`config.mk`:
```
export PLATFORM = sky130hd
export DESIGN_NAME = regfile_multi
export DESIGN_NICKNAME = d
export VERILOG_FILES = /design/src/rtl/regfile_pkg.sv /design/src/rtl/regfile_read_port.sv /design/src/rtl/regfile_multi.sv
export SDC_FILE = /design/constraint.sdc
export NUM_CORES = 1
export LEC_CHECK = 0
export BUFFER_PORTS_ARGS = -buffer_cell sky130_fd_sc_hd__buf_4
export CAP_MARGIN = 40
export CORE_MARGIN = 4
export CORE_UTILIZATION = 45
export CTS_CLUSTER_DIAMETER = 120
export CTS_CLUSTER_SIZE = 8
export DETAILED_ROUTE_END_ITERATION = 12
export PLACE_DENSITY_LB_ADDON = 0.12
export SLEW_MARGIN = 20
export SYNTH_ARGS = -nofsm -noshare
export SYNTH_HDL_FRONTEND = slang
export SYNTH_HIERARCHICAL = 1
export SYNTH_SLANG_ARGS = --single-unit
```
`constraint.sdc`:
```
create_clock -name clk -period 1.7 [get_ports clk]
set_clock_uncertainty 0.1 [all_clocks]
set_input_delay 0.17 -clock clk [delete_from_list [all_inputs] [get_ports clk]]
set_output_delay 0.17 -clock clk [all_outputs]
set_load 0.02 [all_outputs]
```
`src/rtl/regfile_pkg.sv`:
```
// Shared types and helpers for the regfile_multi register file.
// The optional registered-read build is selected with REGFILE_READ_REG_EN.
package regfile_pkg;

    typedef enum logic {
        ST_IDLE,
        ST_SWEEP
    } state_e;

    // Wide enough for any practical WIDTH; users cast down with WIDTH'(ZERO_DATA).
    localparam logic [63:0] ZERO_DATA = '0;

    function automatic int unsigned clog2_min1(input int unsigned n);
        return (n <= 2) ? 1 : $clog2(n);
    endfunction

endpackage

```
`src/rtl/regfile_read_port.sv`:
```
// One read port: range/zero-entry masking, write-first bypass and, when
// REGFILE_READ_REG_EN is defined, a registered output stage.
module regfile_read_port
    import regfile_pkg::*;
#(
    parameter int unsigned WIDTH    = 4,
    parameter int unsigned DEPTH    = 4,
    parameter int unsigned ZERO_REG = 0,
    parameter int unsigned ADDR_W   = clog2_min1(DEPTH)
) (
    input  logic              clk,
    input  logic              rst,
    input  logic [ADDR_W-1:0] addr,
    input  logic [WIDTH-1:0]  mem [DEPTH],
    input  logic              byp_en,
    input  logic [ADDR_W-1:0] byp_addr,
    input  logic [WIDTH-1:0]  byp_data,
    output logic [WIDTH-1:0]  data
);

    logic             in_range;
    logic             zero_sel;
    logic [WIDTH-1:0] rd_data;

    assign in_range = (32'(addr) < DEPTH);
    assign zero_sel = (ZERO_REG != 0) && (addr == '0);

    // byp_en already excludes out-of-range, zero-entry and sweep-time writes.
    always_comb begin
        rd_data = WIDTH'(ZERO_DATA);
        if (byp_en && (byp_addr == addr)) begin
            rd_data = byp_data;
        end else if (in_range && !zero_sel) begin
            rd_data = mem[addr];
        end
    end

`ifdef REGFILE_READ_REG_EN
    logic [WIDTH-1:0] data_q;

    always_ff @(posedge clk or posedge rst) begin
        if (rst) begin
            data_q <= WIDTH'(ZERO_DATA);
        end else begin
            data_q <= rd_data;
        end
    end

    assign data = data_q;
`else
    logic unused_clk_rst;

    assign unused_clk_rst = clk ^ rst;
    assign data           = rd_data;
`endif

endmodule

```
`src/rtl/regfile_multi.sv`:
```
// Two-read/one-write register file with write-first bypass, optional hardwired
// zero entry and a one-entry-per-cycle clear sweep. Macro: REGFILE_READ_REG_EN.
module regfile_multi
    import regfile_pkg::*;
#(
    parameter int unsigned WIDTH    = 4,
    parameter int unsigned DEPTH    = 4,
    parameter int unsigned ZERO_REG = 0,
    parameter int unsigned ADDR_W   = clog2_min1(DEPTH)
) (
    input  logic              clk,
    input  logic              rst,
    input  logic [ADDR_W-1:0] sa,
    input  logic [ADDR_W-1:0] sb,
    output logic [WIDTH-1:0]  a,
    output logic [WIDTH-1:0]  b,
    input  logic [WIDTH-1:0]  d,
    input  logic [ADDR_W-1:0] da,
    input  logic              w,
    input  logic              clr,
    output logic              busy,
    output logic              wr_drop
);

    logic [WIDTH-1:0]  mem_q [DEPTH];
    state_e            state_q, state_d;
    logic [ADDR_W-1:0] idx_q, idx_d;
    logic              wr_drop_q, wr_drop_d;
    logic              wr_ok;
    logic              last_idx;

    assign wr_ok = w && (state_q == ST_IDLE) && (32'(da) < DEPTH) &&
                   !((ZERO_REG != 0) && (da == '0));
    assign last_idx = (32'(idx_q) == DEPTH - 1);

    always_ff @(posedge clk or posedge rst) begin
        if (rst) begin
            state_q   <= ST_IDLE;
            idx_q     <= '0;
            wr_drop_q <= 1'b0;
        end else begin
            state_q   <= state_d;
            idx_q     <= idx_d;
            wr_drop_q <= wr_drop_d;
        end
    end

    always_comb begin
        state_d = state_q;
        idx_d   = idx_q;
        unique case (state_q)
            ST_IDLE: begin
                if (clr) begin
                    state_d = ST_SWEEP;
                    idx_d   = '0;
                end
            end
            ST_SWEEP: begin
                if (last_idx) begin
                    state_d = ST_IDLE;
                    idx_d   = '0;
                end else begin
                    idx_d = idx_q + ADDR_W'(1);
                end
            end
            default: ;
        endcase
    end

    always_comb begin
        busy      = (state_q == ST_SWEEP);
        wr_drop_d = (state_q == ST_SWEEP) && w;
    end

    assign wr_drop = wr_drop_q;

    // A write accepted on the clr cycle lands before the sweep starts overwriting.
    always_ff @(posedge clk or posedge rst) begin
        if (rst) begin
            for (int i = 0; i < int'(DEPTH); i++) begin
                mem_q[i] <= WIDTH'(ZERO_DATA);
            end
        end else begin
            if (wr_ok) begin
                mem_q[da] <= d;
            end
            if (state_q == ST_SWEEP) begin
                mem_q[idx_q] <= WIDTH'(ZERO_DATA);
            end
        end
    end

    regfile_read_port #(
        .WIDTH    (WIDTH),
        .DEPTH    (DEPTH),
        .ZERO_REG (ZERO_REG),
        .ADDR_W   (ADDR_W)
    ) u_port_a (
        .clk      (clk),
        .rst      (rst),
        .addr     (sa),
        .mem      (mem_q),
        .byp_en   (wr_ok),
        .byp_addr (da),
        .byp_data (d),
        .data     (a)
    );

    regfile_read_port #(
        .WIDTH    (WIDTH),
        .DEPTH    (DEPTH),
        .ZERO_REG (ZERO_REG),
        .ADDR_W   (ADDR_W)
    ) u_port_b (
        .clk      (clk),
        .rst      (rst),
        .addr     (sb),
        .mem      (mem_q),
        .byp_en   (wr_ok),
        .byp_addr (da),
        .byp_data (d),
        .data     (b)
    );

endmodule
```
==> impl_metrics.json <==
{
  "status": "finished, violations left",
  "violations": "setup timing",
  "vdd_drop_max_mv": 0.6737,
  "met3_usage_pct": 3.597,
  "synthMuxAreaShare_pct": 36.43,
  "setup_tns_ns": -1.133,
  "setup_viol": 8,
  "ys_warn_count": 6,
  "diodes": 0,
  "hold_ws_ns": 0.02854,
  "avgRoutedWirePerCell_um": 19.01,
  "crit_required_ns": 1.43,
  "vias": 905,
  "power-per-cell-area_mw_per_mm2": 1306,
  "nets": 147,
  "tightest_slew_ns": 0.3417,
  "place_inst": 151,
  "synth-compound-area-share_pct": 10.13,
  "dr.pass1.iters": 4,
  "syn_avg_cell_area_um2": 13.74,
  "min_period_ns": 1.856,
  "crit_start": "mem_q[3]",
  "crit_type": "register to output port",
  "htreeDepth": 1,
  "yosysUniqueCellTypes": 21,
  "cp_max_fo": 3,
  "crit_buf_inv": 1,
  "rows": 19,
  "grt_use_met2_pct": 29.16,
  "r2r-end": "mem_q[0]",
  "p_clk_share_pct": 10.4,
  "r2r_slack_ns": 0.03,
  "critPathTopFamily": "multiplexers",
  "max_freq_mhz": 538.8,
  "drt-initial-drc-count": 37,
  "final_cell_area_mm2": 0.001667,
  "first_global_vias": 961,
  "critPathArrivalTime_ns": 1.59,
  "hold_viol": 0,
  "hold_class": "input pin to register",
  "worst_slack_ns": -0.1561,
  "mostFrequentLayoutCell": "buf_4",
  "io_buffers": 23,
  "clock_sinks": 20,
  "die_area_mm2": 0.003931,
  "p_total_mw": 2.177,
  "syn-cell-area_mm2": 0.001346,
  "cts_root_buf": "clkbuf_4",
  "drive_above_1_share_pct": 54.33,
  "io_pins": 24,
  "gp_congestion": 0.7339,
  "synthAdderAreaFrac_pct": 3.717,
  "p_leak_nw": 0.7825,
  "cts.path.max_buffers": 2,
  "cap_violations": 0,
  "path_clk_slew_ns": 0.11,
  "grt_pass1_wl_um": 5030,
  "numCtsBuffers": 3,
  "gr-usage-met1_pct": 21.14,
  "slowest_delay_ns": 0.48,
  "die_y_um": 62.70,
  "syn2layout_area_growth_pct": 23.79,
  "cp_cell_sequence": "mux4_2, mux2_4, buf_6",
  "grt_antenna_before_repair": 0,
  "die_w_um": 62.70,
  "p_comb_share_pct": 54.1,
  "crit_cells": 3,
  "layout_common_cells": "buf_4, dfrtp_1, a21boi_0, mux2_2",
  "final-instance-count-excl-fill": 158,
  "busiest_layer": "met2",
  "power_switching_mw": 0.7785,
  "post-route-period-util_pct": 109.2,
  "nFillCells": 246,
  "synth_nets": 116,
  "track_usage_pct": 16.89,
  "ys_seq_area_share_pct": 37.17,
  "wl_um": 3004,
  "netlist_instances": 98,
  "internal_power_mw": 1.398,
  "grt_overflow": 0,
  "synth_top_family_by_area": "multiplexers",
  "tritoncts": "built",
  "ys_ff_latch": 20,
  "dpl_worst_slack_ns": 0.06051,
  "dp_hpwl_um": 2226,
  "slowest_stage": "mux4_2",
  "grt_max_degree": 21,
  "viasPerCell": 5.728,
  "synthXorXnorAreaFrac_pct": 2.602,
  "max_slew_margin_pct": 77.09,
  "crit_end": "a[3]",
  "p_seq_share_pct": 35.5,
  "start_util_pct": 47.99,
  "worstRegToRegCells": 4,
  "critPathLaunchType": "register",
  "timing.rr.start": "busy",
  "coreArea_mm2": 0.002805,
  "rsz0062_at_grt": "yes",
  "crit_path_end_kind": "output port",
  "clock_latency_ns": 0.30,
  "ant_nets": 0,
  "utilization_pct": 59.41,
  "place_area_mm2": 0.001550,
  "drc_errors": 0,
  "p_sw_share_pct": 35.77,
  "maxSlewViolCount": 0,
  "synth-simple-area-share_pct": 6.599
}
power groups by stage:
stage / clock network, mW / registers [mW] / logic, mW
global placement: 0 / 0.769 / 1.06
CTS: 0.236 / 0.775 / 1.17
global route: 0.260 / 0.801 / 1.27
finish: 0.227 / 0.773 / 1.18
detailed placement: 0 / 0.780 / 1.07
floorplan: 0 / 0.766 / 0.734
logic make-up after synthesis:
kind of cell / Yosys count
buffers and inverters: 8
adders and majority gates: 4
muxes: 33
and+or+nand+nor: 11
xor gates and xnor gates: 4
DFF: 20
AOI/OAI and AO/OA: 18
worst min-delay path by stage:
stage                     start         to  slack [ns]  cells after the start
after floorplan             rst       busy        0.03                      1
after global placement      rst   mem_q[6]        0.12                      3
after detailed placement    rst  mem_q[10]        0.12                      3
after CTS                     w    wr_drop        0.02                      2
after global routing          w    wr_drop        0.03                      2
final                         w    wr_drop        0.03                      2
registers in the layout, summed over array words and instances, names as in the netlist:
register  count
idx_q         2
mem_q        16
busy          1
wr_drop       1
metal layers:
metal	part of all wire, %	vias up
li1	-	430
met1	44	454
met2	51	17
met3	3.8	4
met4	1.2	0
met5	0	-
cell usage after synthesis:
cell | n | area share, %
dfrtp_1 | 20 | 37
a21boi_0 | 16 | 8.9
mux2_2 | 16 | 13
mux2_4 | 8 | 8.9
mux4_2 | 8 | 13
ha_1 | 4 | 3.7
inv_1 | 4 | 1.1
xnor2_1 | 4 | 2.6
buf_6 | 2 | 1.7
clkbuf_1 | 2 | 0.56
nand3_2 | 2 | 1.5
nand4bb_1 | 2 | 1.7
nor2_1 | 2 | 0.56
a22o_1 | 1 | 0.65
and2_1 | 1 | 0.46
mux2i_1 | 1 | 0.74
nand2_1 | 1 | 0.28
nand4b_1 | 1 | 0.65
nor2b_1 | 1 | 0.46
o31ai_1 | 1 | 0.56
or4b_4 | 1 | 1.0
timing repair:
| item | CTS | global route |
|---|---|---|
| setup endpoints to repair | 8 | 8 |
| hold buffers | 2 | 0 |
| cloned | 0 | 0 |
| hold endpoints to repair | 21 | 0 |
| resized for setup | 13 | 1 |
| pin swaps | 1 | 0 |
| setup buffers | 1 | 1 |
worst register-to-register path, stage by stage, from the launching register on:
cell      delay (ns)
dfrtp_2         0.46
buf_4           0.15
buf_4           0.16
nand4b_1        0.34
mux2_2          0.36
final cells by class:
class	instances	area (um2)	area share (%)
multi-input cells	70	828.3	49.70
clock buffers	3	22.52	1.351
well taps	31	38.79	2.327
inverters	4	15.01	0.9009
flip-flops and latches	20	501.7	30.11
repair buffers	30	260.3	15.62
Power figures use the tool's default switching activity.
